==> config.mk <==
export PLATFORM = sky130hd
export DESIGN_NAME = gr_access_flat
export DESIGN_NICKNAME = d
export VERILOG_FILES = /design/src/rtl/gr_access_if.sv /design/src/rtl/gr_access.sv /design/src/flat_wrapper.sv
export SDC_FILE = /design/constraint.sdc
export NUM_CORES = 1
export LEC_CHECK = 0
export CORE_MARGIN = 5
export CORE_UTILIZATION = 48
export DETAILED_ROUTE_END_ITERATION = 8
export GPL_TIMING_DRIVEN = 0
export PLACE_DENSITY = 0.95
export SYNTH_ARGS = -nofsm -noshare
export SYNTH_HDL_FRONTEND = slang
export SYNTH_SLANG_ARGS = --single-unit
==> constraint.sdc <==
create_clock -name m_clock -period 10.7 [get_ports m_clock]
set_input_delay 2.14 -clock m_clock [delete_from_list [all_inputs] [get_ports m_clock]]
set_output_delay 2.14 -clock m_clock [all_outputs]
set_load 0.01 [all_outputs]
==> src/rtl/gr_access_if.sv <==
// Bus bundle between decode, register file, execute and the two writeback
// sources on one side and the gr_access controller on the other.
interface gr_access_if;
  localparam int unsigned AW = 5;
  localparam int unsigned DW = 32;

  // decode offer
  logic          id_valid;
  logic          id_ready;
  logic [AW-1:0] id_rs1_n;
  logic [AW-1:0] id_rs2_n;
  logic          id_use_rs1;
  logic          id_use_rs2;
  logic [AW-1:0] id_rd_n;
  logic          id_wr_rd;

  // register-file read ports
  logic          rs1;
  logic          rs2;
  logic [AW-1:0] rs1_n;
  logic [AW-1:0] rs2_n;
  logic [DW-1:0] s1_rd;
  logic [DW-1:0] s2_rd;

  // register-file write port
  logic          rd;
  logic [AW-1:0] rd_n;
  logic [DW-1:0] wd;

  // issue toward execute
  logic          ex_valid;
  logic          ex_ready;
  logic [DW-1:0] ex_op1;
  logic [DW-1:0] ex_op2;
  logic [AW-1:0] ex_rd_n;
  logic          ex_wr_rd;

  // short and long writeback sources
  logic          wb_valid;
  logic          wb_ready;
  logic [AW-1:0] wb_rd_n;
  logic [DW-1:0] wb_data;
  logic          lwb_valid;
  logic [AW-1:0] lwb_rd_n;
  logic [DW-1:0] lwb_data;

  modport slave (
    input  id_valid, id_rs1_n, id_rs2_n, id_use_rs1, id_use_rs2, id_rd_n, id_wr_rd,
    output id_ready,
    output rs1, rs2, rs1_n, rs2_n,
    input  s1_rd, s2_rd,
    output rd, rd_n, wd,
    output ex_valid, ex_op1, ex_op2, ex_rd_n, ex_wr_rd,
    input  ex_ready,
    input  wb_valid, wb_rd_n, wb_data,
    output wb_ready,
    input  lwb_valid, lwb_rd_n, lwb_data
  );

  modport master (
    output id_valid, id_rs1_n, id_rs2_n, id_use_rs1, id_use_rs2, id_rd_n, id_wr_rd,
    input  id_ready,
    input  rs1, rs2, rs1_n, rs2_n,
    output s1_rd, s2_rd,
    input  rd, rd_n, wd,
    input  ex_valid, ex_op1, ex_op2, ex_rd_n, ex_wr_rd,
    output ex_ready,
    output wb_valid, wb_rd_n, wb_data,
    input  wb_ready,
    output lwb_valid, lwb_rd_n, lwb_data
  );
endinterface

==> src/rtl/gr_access.sv <==
// Operand-fetch / writeback controller for the general-register file:
// busy scoreboard with optional same-cycle write bypass and one-stage issue.
module gr_access #(
  parameter bit BYPASS = 1'b1
) (
  input  logic       m_clock,
  input  logic       p_reset,
  gr_access_if.slave bus
);
  localparam int unsigned AW   = 5;
  localparam int unsigned DW   = 32;
  localparam int unsigned NREG = 32;

  logic [NREG-1:0] busy;
  logic [NREG-1:0] beff;
  logic [NREG-1:0] clr;
  logic [NREG-1:0] set;

  logic            sel_valid;
  logic [AW-1:0]   sel_n;
  logic [DW-1:0]   sel_data;
  logic            wr_en;

  logic            hazard;
  logic            ready;
  logic            accept;
  logic [DW-1:0]   op1;
  logic [DW-1:0]   op2;

  logic            ex_valid_q;
  logic [DW-1:0]   ex_op1_q;
  logic [DW-1:0]   ex_op2_q;
  logic [AW-1:0]   ex_rd_n_q;
  logic            ex_wr_rd_q;

  // Source is flagged when it reads/writes a nonzero register still pending.
  function automatic logic reg_hazard(input logic used, input logic [AW-1:0] idx,
                                      input logic [NREG-1:0] pend);
    return used & (idx != AW'(0)) & pend[idx];
  endfunction

  // x0 reads as zero; a same-cycle write to the source wins over the file.
  function automatic logic [DW-1:0] pick_operand(input logic used, input logic [AW-1:0] idx,
                                                 input logic [DW-1:0] rf_data);
    logic [DW-1:0] v;
    v = rf_data;
    if (!used || idx == AW'(0)) begin
      v = '0;
    end else if (BYPASS && wr_en && sel_n == idx) begin
      v = sel_data;
    end
    return v;
  endfunction

  // Read ports follow the decode bus directly.
  assign bus.rs1_n = bus.id_rs1_n;
  assign bus.rs2_n = bus.id_rs2_n;
  assign bus.rs1   = bus.id_valid & bus.id_use_rs1;
  assign bus.rs2   = bus.id_valid & bus.id_use_rs2;

  // Writeback arbitration: the long path cannot be back-pressured, so it wins.
  always_comb begin
    sel_valid = bus.lwb_valid | bus.wb_valid;
    sel_n     = bus.wb_rd_n;
    sel_data  = bus.wb_data;
    if (bus.lwb_valid) begin
      sel_n    = bus.lwb_rd_n;
      sel_data = bus.lwb_data;
    end
    wr_en = sel_valid & (sel_n != AW'(0));
  end

  assign bus.wb_ready = ~bus.lwb_valid;
  assign bus.rd       = wr_en;
  assign bus.rd_n     = sel_n;
  assign bus.wd       = sel_data;

  always_comb begin
    clr = '0;
    if (wr_en) begin
      clr[sel_n] = 1'b1;
    end
  end

  assign beff = BYPASS ? (busy & ~clr) : busy;

  always_comb begin
    hazard = reg_hazard(bus.id_use_rs1, bus.id_rs1_n, beff)
           | reg_hazard(bus.id_use_rs2, bus.id_rs2_n, beff)
           | reg_hazard(bus.id_wr_rd,   bus.id_rd_n,  beff);
    ready  = (~ex_valid_q | bus.ex_ready) & ~hazard;
    accept = bus.id_valid & ready;
  end

  assign bus.id_ready = ready;

  always_comb begin
    set = '0;
    if (accept && bus.id_wr_rd && bus.id_rd_n != AW'(0)) begin
      set[bus.id_rd_n] = 1'b1;
    end
  end

  always_comb begin
    op1 = pick_operand(bus.id_use_rs1, bus.id_rs1_n, bus.s1_rd);
    op2 = pick_operand(bus.id_use_rs2, bus.id_rs2_n, bus.s2_rd);
  end

  // Scoreboard: a new claim in the same cycle as a retiring write keeps the bit.
  always_ff @(posedge m_clock or posedge p_reset) begin
    if (p_reset) begin
      busy <= '0;
    end else begin
      busy <= (busy & ~clr) | set;
    end
  end

  // Issue register toward execute; holds while execute stalls.
  always_ff @(posedge m_clock or posedge p_reset) begin
    if (p_reset) begin
      ex_valid_q <= 1'b0;
      ex_op1_q   <= '0;
      ex_op2_q   <= '0;
      ex_rd_n_q  <= '0;
      ex_wr_rd_q <= 1'b0;
    end else if (accept) begin
      ex_valid_q <= 1'b1;
      ex_op1_q   <= op1;
      ex_op2_q   <= op2;
      ex_rd_n_q  <= bus.id_rd_n;
      ex_wr_rd_q <= bus.id_wr_rd;
    end else if (bus.ex_ready) begin
      ex_valid_q <= 1'b0;
    end
  end

  assign bus.ex_valid = ex_valid_q;
  assign bus.ex_op1   = ex_op1_q;
  assign bus.ex_op2   = ex_op2_q;
  assign bus.ex_rd_n  = ex_rd_n_q;
  assign bus.ex_wr_rd = ex_wr_rd_q;
endmodule

==> src/flat_wrapper.sv <==
// flat-port wrapper written by rule: the top's interface ports become plain ports
module gr_access_flat 
#(
  parameter bit BYPASS = 1'b1
)
  (m_clock, p_reset, bus_id_valid, bus_id_rs1_n, bus_id_rs2_n, bus_id_use_rs1, bus_id_use_rs2, bus_id_rd_n, bus_id_wr_rd, bus_id_ready, bus_rs1, bus_rs2, bus_rs1_n, bus_rs2_n, bus_s1_rd, bus_s2_rd, bus_rd, bus_rd_n, bus_wd, bus_ex_valid, bus_ex_op1, bus_ex_op2, bus_ex_rd_n, bus_ex_wr_rd, bus_ex_ready, bus_wb_valid, bus_wb_rd_n, bus_wb_data, bus_wb_ready, bus_lwb_valid, bus_lwb_rd_n, bus_lwb_data);
  gr_access_if bus_i ();
  input  logic m_clock;
  input  logic p_reset;
  input wire logic [$bits(bus_i.id_valid)-1:0] bus_id_valid;
  input wire logic [$bits(bus_i.id_rs1_n)-1:0] bus_id_rs1_n;
  input wire logic [$bits(bus_i.id_rs2_n)-1:0] bus_id_rs2_n;
  input wire logic [$bits(bus_i.id_use_rs1)-1:0] bus_id_use_rs1;
  input wire logic [$bits(bus_i.id_use_rs2)-1:0] bus_id_use_rs2;
  input wire logic [$bits(bus_i.id_rd_n)-1:0] bus_id_rd_n;
  input wire logic [$bits(bus_i.id_wr_rd)-1:0] bus_id_wr_rd;
  output wire logic [$bits(bus_i.id_ready)-1:0] bus_id_ready;
  output wire logic [$bits(bus_i.rs1)-1:0] bus_rs1;
  output wire logic [$bits(bus_i.rs2)-1:0] bus_rs2;
  output wire logic [$bits(bus_i.rs1_n)-1:0] bus_rs1_n;
  output wire logic [$bits(bus_i.rs2_n)-1:0] bus_rs2_n;
  input wire logic [$bits(bus_i.s1_rd)-1:0] bus_s1_rd;
  input wire logic [$bits(bus_i.s2_rd)-1:0] bus_s2_rd;
  output wire logic [$bits(bus_i.rd)-1:0] bus_rd;
  output wire logic [$bits(bus_i.rd_n)-1:0] bus_rd_n;
  output wire logic [$bits(bus_i.wd)-1:0] bus_wd;
  output wire logic [$bits(bus_i.ex_valid)-1:0] bus_ex_valid;
  output wire logic [$bits(bus_i.ex_op1)-1:0] bus_ex_op1;
  output wire logic [$bits(bus_i.ex_op2)-1:0] bus_ex_op2;
  output wire logic [$bits(bus_i.ex_rd_n)-1:0] bus_ex_rd_n;
  output wire logic [$bits(bus_i.ex_wr_rd)-1:0] bus_ex_wr_rd;
  input wire logic [$bits(bus_i.ex_ready)-1:0] bus_ex_ready;
  input wire logic [$bits(bus_i.wb_valid)-1:0] bus_wb_valid;
  input wire logic [$bits(bus_i.wb_rd_n)-1:0] bus_wb_rd_n;
  input wire logic [$bits(bus_i.wb_data)-1:0] bus_wb_data;
  output wire logic [$bits(bus_i.wb_ready)-1:0] bus_wb_ready;
  input wire logic [$bits(bus_i.lwb_valid)-1:0] bus_lwb_valid;
  input wire logic [$bits(bus_i.lwb_rd_n)-1:0] bus_lwb_rd_n;
  input wire logic [$bits(bus_i.lwb_data)-1:0] bus_lwb_data;
  assign bus_i.id_valid = bus_id_valid;
  assign bus_i.id_rs1_n = bus_id_rs1_n;
  assign bus_i.id_rs2_n = bus_id_rs2_n;
  assign bus_i.id_use_rs1 = bus_id_use_rs1;
  assign bus_i.id_use_rs2 = bus_id_use_rs2;
  assign bus_i.id_rd_n = bus_id_rd_n;
  assign bus_i.id_wr_rd = bus_id_wr_rd;
  assign bus_id_ready = bus_i.id_ready;
  assign bus_rs1 = bus_i.rs1;
  assign bus_rs2 = bus_i.rs2;
  assign bus_rs1_n = bus_i.rs1_n;
  assign bus_rs2_n = bus_i.rs2_n;
  assign bus_i.s1_rd = bus_s1_rd;
  assign bus_i.s2_rd = bus_s2_rd;
  assign bus_rd = bus_i.rd;
  assign bus_rd_n = bus_i.rd_n;
  assign bus_wd = bus_i.wd;
  assign bus_ex_valid = bus_i.ex_valid;
  assign bus_ex_op1 = bus_i.ex_op1;
  assign bus_ex_op2 = bus_i.ex_op2;
  assign bus_ex_rd_n = bus_i.ex_rd_n;
  assign bus_ex_wr_rd = bus_i.ex_wr_rd;
  assign bus_i.ex_ready = bus_ex_ready;
  assign bus_i.wb_valid = bus_wb_valid;
  assign bus_i.wb_rd_n = bus_wb_rd_n;
  assign bus_i.wb_data = bus_wb_data;
  assign bus_wb_ready = bus_i.wb_ready;
  assign bus_i.lwb_valid = bus_lwb_valid;
  assign bus_i.lwb_rd_n = bus_lwb_rd_n;
  assign bus_i.lwb_data = bus_lwb_data;
  gr_access #(.BYPASS(BYPASS)) u_core (.m_clock(m_clock), .p_reset(p_reset), .bus(bus_i));
endmodule
==> flow_summary.ini, run 1 <==
[logic_synthesis]
ys_async_sr_fraction_pct = 100.0
synth.net_count = 888
synthesis.area_mm2 = 0.007289
netlist_instances = 726
synth_flop_cell = sky130_fd_sc_hd__dfrtp_1
synthesis.area_per_instance_um2 = 10.04
synth.lib_cells_used.distinct = 70
synth_top_cell_area_share_pct = 35.36
ys_top_cells_by_count = 103 x sky130_fd_sc_hd__dfrtp_1, 86 x sky130_fd_sc_hd__nor2_1, 69 x sky130_fd_sc_hd__a211oi_1
yosys_warnings = 0
synth.top_cells.by_area = sky130_fd_sc_hd__dfrtp_1 35%, sky130_fd_sc_hd__mux2_4 9.9%, sky130_fd_sc_hd__a211oi_1 7.1%
synth_largest_area_cell = sky130_fd_sc_hd__dfrtp_1
synth.ff_latch_count = 103
yosys.cell_count.top_type = sky130_fd_sc_hd__dfrtp_1
synth-seq-area-share_pct = 35.36
synth_edf_count = 0

[pwr]
power_leakage_nw = 4.544
internal_power_mw = 1.009
worst_ir_drop_vdd_uv = 102.3
switching_share_pct = 32.52
switching_power_uw = 486.4
power_density_mw_per_mm2 = 140.5
power.share.sequential_pct = 35.2
pwr-share-clk_pct = 23.2
combPwrFrac_pct = 41.6

[grt]
track_usage_pct = 31.27
grt_max_degree = 57
grt-ovfl-total = 0
number_of_antenna_violations_at_the_first_check_in_global_routing = 0
first_global_vias = 7778
grt_first_pass_wirelength_um = 43790

[setup_path]
start_kind = input pin
worstSetupPathType = in2out
worst_ep_required_time_ns = 8.56
critical_path.max_fanout = 10
critical_path.endpoint_type = output pin
timing.critical_path.arrival_ns = 5.87

[sta]
finalWorstPathRequiredPeriod_ns = 8.005
slew_headroom_pct = 38.85
clock_skew_ns = 0.01472
post-route-period-util_pct = 74.82
setup_tns_ns = 0
max_slew.worst_pin.slew_ns = 0.9094
finalHoldViolCount = 0
final_max_slew_viol_count = 0
finalSetupViolCount = 0
rsz0062_at_grt = false
max_freq_mhz = 124.9

[cells_and_area]
flow.area_growth_from_synthesis_pct = 46.05
finish.cell_count_without_fillers = 1208
fill_cells = 1103
antenna_cells = 0
finish.net_count = 1178
layout-drive-gt1-share_pct = 14.90

[cts]
clock_latency_ns = 0.36
tritoncts.num_buffers = 9
post_cts.resized_instances = 0
cts_hold_repair.buffers = 0
numClockSinks = 103
htree_num_levels = 3
post_cts_buffers = 0
cts-root-buf = sky130_fd_sc_hd__clkbuf_16
clkSlewWorstSetupHoldPaths_ns = 0.07
cts_max_path_buffers = 2
clock_tree_from_tritoncts = done

[floorplanning]
floorplan.io_pins = 285
fp.dieArea_mm2 = 0.01775
placement_rows = 45
die-width_um = 133.2
dieHeight_um = 133.2
start_util_pct = 48.49
core_mm2 = 0.01503

[route]
drc_errors = 0
final_antenna_net_count = 0
met3RoutedLength_um = 2659
drt_wl_total_um = 28470
wl_per_cell_um = 23.57
met2_length_um = 13600
topRoutingLayerUsed = met4
detail_route.first_pass.iterations = 6
m1WireLength_um = 11050
num_vias = 7409
drt_first_iter_violations = 595
via_per_inst = 6.133

[placement]
dp.final_hpwl_um = 22480
gp_routability_congestion = 0.9548
dpl.cell_count = 1193
place.port_buffers = 278

[min_path]
timing.hold.worst.class = reg2reg

[flow_run]
max_cap_violations = 0

[outcome]
outcome = finished clean
## metal layers
layer	vias up	track usage, %
li1	3269	-
met1	3572	38.89
met2	493	51.61
met3	75	8.497
met4	0	12.80
met5	-	0
## power groups by stage
stage	combinational [mW]	clock, mW	sequential (mW)
2_1_floorplan	0.269	0	0.552
3_3_place_gp	0.606	0	0.525
5_1_grt	0.655	0.362	0.534
6_report	0.623	0.347	0.526
3_5_place_dp	0.619	0	0.527
4_1_cts	0.620	0.348	0.524
## per-stage QoR
stage / total power [mW] / utilization [%] / hold slack [ns] / area [um^2] / worst slack (ns)
final: 1.496 / 70.82 / 0.5068 / 10650 / 2.695
after global placement: 1.130 / 68.56 / 0.4877 / 10310 / 2.838
after CTS: 1.492 / 70.82 / 0.5105 / 10650 / 2.802
after floorplan: 0.8209 / - / 0.4640 / 7289 / 4.596
after global routing: 1.551 / 70.82 / 0.5260 / 10650 / 2.670
after detailed placement: 1.146 / 68.76 / 0.4942 / 10340 / 2.847
## worst paths after layout
kind	start	endpoint	slack [ns]	cells after the start
worst max-delay path	bus_lwb_valid	bus_wd[31]	2.69	8
worst min-delay path	u_core.bus.ex_op2[28]	u_core.bus.ex_op2[28]	0.51	1
worst max register to register	u_core.busy[8]	u_core.bus.ex_op1[5]	7.92	9
worst min register to register	u_core.bus.ex_op2[28]	u_core.bus.ex_op2[28]	0.51	1
max in group asynchronous	p_reset	u_core.bus.ex_rd_n[2]	7.72	3
min in group asynchronous	p_reset	u_core.bus.ex_op2[23]	2.26	2
## cell type report
class	count	area (um^2)	area share [%]
Multi-Input combinational cell	514	4119	38.69
Timing Repair Buffer	279	2810	26.40
Clock inverter	5	70.07	0.6581
Clock buffer	10	239.0	2.245
Buffer	62	416.7	3.913
Inverter	47	178.9	1.681
Tap cell	188	235.2	2.209
Sequential cell	103	2577	24.21
## registers in the layout, indices dropped and copies added (netlist names)
| register | flops |
|---|---|
| u_core.bus.ex_rd_n | 5 |
| u_core.bus.ex_op1 | 32 |
| u_core.bus.ex_valid | 1 |
| u_core.busy | 32 |
| u_core.bus.ex_wr_rd | 1 |
| u_core.bus.ex_op2 | 32 |
## cells in the final DEF (no fill, tap or decap), types with 3 or more instances in the layout
cell type	netlist	final
sky130_fd_sc_hd__clkdlybuf4s50_1	0	278
sky130_fd_sc_hd__dfrtp_1	103	103
sky130_fd_sc_hd__nor2_1	86	86
sky130_fd_sc_hd__a211oi_1	69	69
sky130_fd_sc_hd__mux2_4	48	48
sky130_fd_sc_hd__inv_1	46	45
sky130_fd_sc_hd__mux2i_1	43	43
sky130_fd_sc_hd__o31ai_1	33	33
sky130_fd_sc_hd__clkbuf_1	31	31
sky130_fd_sc_hd__nand2_1	25	25
sky130_fd_sc_hd__mux2_2	24	24
sky130_fd_sc_hd__o21ai_1	17	17
sky130_fd_sc_hd__o211ai_1	14	14
sky130_fd_sc_hd__nand3_1	13	13
sky130_fd_sc_hd__o21ai_0	12	12
sky130_fd_sc_hd__buf_4	12	12
sky130_fd_sc_hd__a21oi_1	11	11
sky130_fd_sc_hd__o22ai_1	9	9
sky130_fd_sc_hd__clkbuf_16	0	9
sky130_fd_sc_hd__nor2b_1	7	7
sky130_fd_sc_hd__buf_2	7	7
sky130_fd_sc_hd__o2111ai_1	7	7
sky130_fd_sc_hd__a31oi_1	7	7
sky130_fd_sc_hd__a22oi_1	6	6
sky130_fd_sc_hd__buf_6	5	5
sky130_fd_sc_hd__xor2_1	5	5
sky130_fd_sc_hd__xnor2_1	5	5
sky130_fd_sc_hd__and4b_1	5	5
sky130_fd_sc_hd__mux4_2	5	5
sky130_fd_sc_hd__buf_12	5	5
sky130_fd_sc_hd__nand2b_1	4	4
sky130_fd_sc_hd__a32oi_1	3	3
sky130_fd_sc_hd__o21ai_2	3	3
sky130_fd_sc_hd__and2_1	3	3
sky130_fd_sc_hd__o311ai_0	3	3
## worst max-delay path, cell delays in order
cell                              delay (ns)
sky130_fd_sc_hd__clkdlybuf4s50_1        0.60
sky130_fd_sc_hd__buf_6                  0.20
sky130_fd_sc_hd__buf_6                  0.15
sky130_fd_sc_hd__clkbuf_1               0.69
sky130_fd_sc_hd__clkbuf_1               0.67
sky130_fd_sc_hd__mux2i_1                0.76
sky130_fd_sc_hd__inv_1                  0.12
sky130_fd_sc_hd__clkdlybuf4s50_1        0.51
## kinds of logic (layout without fill, tap and decap cells)
| family | Yosys count | after routing | synth area share, % |
|---|---|---|---|
| buffers and inverters | 109 | 403 | 8.136 |
| XOR/XNOR | 10 | 10 | 1.201 |
| multiplexers | 120 | 120 | 21.04 |
| AO/OA/AOI/OAI | 209 | 209 | 20.67 |
| flip-flops | 103 | 103 | 35.36 |
| AND/OR/NAND/NOR | 175 | 175 | 13.59 |
(Power assumes the default switching activity.)
==> run 2, diff against run 1 <==
--- a/config.mk
+++ b/config.mk
@@ -6,10 +6,10 @@
 export NUM_CORES = 1
 export LEC_CHECK = 0
 export CORE_MARGIN = 5
-export CORE_UTILIZATION = 48
+export CORE_UTILIZATION = 45
 export DETAILED_ROUTE_END_ITERATION = 8
 export GPL_TIMING_DRIVEN = 0
-export PLACE_DENSITY = 0.95
+export PLACE_DENSITY = 0.92
 export SYNTH_ARGS = -nofsm -noshare
 export SYNTH_HDL_FRONTEND = slang
 export SYNTH_SLANG_ARGS = --single-unit
==> constraint.sdc (replaced) <==
create_clock -name m_clock -period 8 [get_ports m_clock]
set_input_delay 1.6 -clock m_clock [delete_from_list [all_inputs] [get_ports m_clock]]
set_output_delay 1.6 -clock m_clock [all_outputs]
set_load 0.01 [all_outputs]
==> run 2 against run 1 <==
  * Worst setup slack got worse by 1.6 ns
  * Register-to-register slack got worse by 2.6 ns
  * Non-clock buffer count is the same
  * Flip-flop and latch count unchanged
  * Cell area rose by 0.13%
  * Die area is 6.2% higher
  * Sequential share of layout area hardly changed
  * Final cell count is 2.3% higher
==> flow_summary.ini, run 2 (synthesized netlist as in run 1, its figures left out) <==
[route]
num_vias = 7334
via_per_inst = 5.934
drt_first_iter_violations = 625
drc_errors = 0
drt_wl_total_um = 29070
wl_per_cell_um = 23.52
detail_route.first_pass.iterations = 6
final_antenna_net_count = 0

[cts]
tritoncts.num_buffers = 9
post_cts_buffers = 0
htree_num_levels = 3
cts_hold_repair.buffers = 0
numClockSinks = 103
clock_latency_ns = 0.36
cts-root-buf = sky130_fd_sc_hd__clkbuf_16
clkSlewWorstSetupHoldPaths_ns = 0.07
clock_tree_from_tritoncts = done
post_cts.resized_instances = 0
cts_max_path_buffers = 2

[setup_path]
start_kind = input pin
critical_path.endpoint_type = output pin
critical_path.max_fanout = 7
timing.critical_path.arrival_ns = 5.27
worst_ep_required_time_ns = 6.40
cp_num_buf_inv = 2
crit_family = simple AND/OR/NAND/NOR gates
timing.critical_path.cells = clkdlybuf4s50_1 -> nor3b_1 -> nor2_1 -> o21ai_1 -> mux4_2 -> nor2b_1 -> nor4_2 -> a41oi_2 -> and3_1 -> clkdlybuf4s50_1
r2r_setup_slack_ns = 5.32
worstSetupPathType = in2out
crit_top_cell = sky130_fd_sc_hd__clkdlybuf4s50_1
cp_slowest_stage_delay_ns = 0.59
master_of_the_slowest_instance_on_the_critical_path = sky130_fd_sc_hd__nor2_1

[cells_and_area]
fill_cells = 1234
finish.net_count = 1178
mostFrequentLayoutCells = 278 x sky130_fd_sc_hd__clkdlybuf4s50_1, 103 x sky130_fd_sc_hd__dfrtp_1, 86 x sky130_fd_sc_hd__nor2_1
flow.area_growth_from_synthesis_pct = 46.24
antenna_cells = 0
layout_commonest_cell = sky130_fd_sc_hd__clkdlybuf4s50_1
layout-drive-gt1-share_pct = 14.71

[sta]
final_critical_path_setup_slack_ns = 1.129
rsz0062_at_grt = false
clock_skew_ns = 0.01480
slew_headroom_pct = 39.16
finalHoldViolCount = 0
max_slew.worst_pin.slew_ns = 0.9049
setup_tns_ns = 0
finalWorstPathRequiredPeriod_ns = 6.871
post-route-period-util_pct = 85.89
finalSetupViolCount = 0
max_freq_mhz = 145.5
final_max_slew_viol_count = 0

[floorplanning]
floorplan.io_pins = 285
die-width_um = 137.3
dieHeight_um = 137.3
core_mm2 = 0.01589
placement_rows = 46
fp.dieArea_mm2 = 0.01884
start_util_pct = 45.89

[flow_run]
max_cap_violations = 0

[pwr]
power_leakage_nw = 4.537
worst_ir_drop_vdd_uv = 107.0
power_density_mw_per_mm2 = 186.3

[placement]
place.port_buffers = 278
gp_routability_congestion = 0.9991
preCtsSetupSlack_ns = 1.207
dp.final_hpwl_um = 22830

[grt]
grt-ovfl-total = 0
grt_first_pass_wirelength_um = 43020
first_global_vias = 7542
grt_max_degree = 75
track_usage_pct = 29.92
number_of_antenna_violations_at_the_first_check_in_global_routing = 0

[outcome]
outcome = finished clean

[min_path]
timing.hold.worst.class = reg2reg
## run 2: cell types whose count changed in the layout (fill, tap and decap cells not counted)
cell	before	now
sky130_fd_sc_hd__inv_6	0	1
sky130_fd_sc_hd__clkbuf_8	1	0
sky130_fd_sc_hd__clkbuf_1	31	33
sky130_fd_sc_hd__clkinvlp_4	2	1
sky130_fd_sc_hd__clkinv_8	1	0
## run 2: layer usage
metal | global-route usage, % | vias up | routed length, um
li1 | - | 3284 | -
met2 | 48.34 | 455 | 13770
met1 | 38.41 | 3526 | 11520
met5 | 0 | - | 0
met3 | 7.706 | 69 | 2781
met4 | 11.81 | 0 | 1000
## run 2: layout make-up
cell class	count	area (um^2)	area share (%)
Multi-Input combinational cell	514	4119	38.64
Timing Repair Buffer	279	2810	26.36
Sequential cell	103	2577	24.18
Buffer	62	416.7	3.908
Tap cell	216	270.3	2.535
Clock buffer	11	232.7	2.183
Inverter	47	178.9	1.678
Clock inverter	4	55.05	0.5164
## run 2: power by group
part	internal (mW)	total (mW)	switching, mW
logic	0.464	0.834	0.370
registers	0.634	0.705	0.0716
clock network	0.243	0.447	0.204
total	1.34	1.99	0.646
## run 2: worst register-to-register path, delay by kind of cell (launching register included)
kind,cells,cell delay [ns]
mux,2,0.83
simple gates,3,0.67
compound gates,2,0.41
buf+inv,2,0.34
flops,1,0.33
## run 2: worst paths after layout
path | startpoint | cells after the start | to
setup / recovery | bus_lwb_valid | 10 | bus_id_ready
hold / removal | u_core.bus.ex_op1[31] | 1 | u_core.bus.ex_op1[31]
max in group asynchronous | p_reset | 3 | u_core.busy[23]
min in group asynchronous | p_reset | 2 | u_core.busy[11]
setup reg to reg | u_core.busy[8] | 9 | u_core.bus.ex_op1[2]
hold reg to reg | u_core.bus.ex_op1[31] | 1 | u_core.bus.ex_op1[31]
## run 2: metrics by stage
stage	area [um^2]	power (mW)	std cells	utilization [%]	hold slack (ns)
global placement	10340	1.518	1220	65.11	0.4877
global route	10660	2.065	1236	67.11	0.5260
floorplan	7289	1.098	726	-	0.4640
CTS	10660	1.986	1236	67.11	0.5134
finish	10660	1.986	1236	67.11	0.5102
detailed placement	10370	1.537	1221	65.30	0.4920
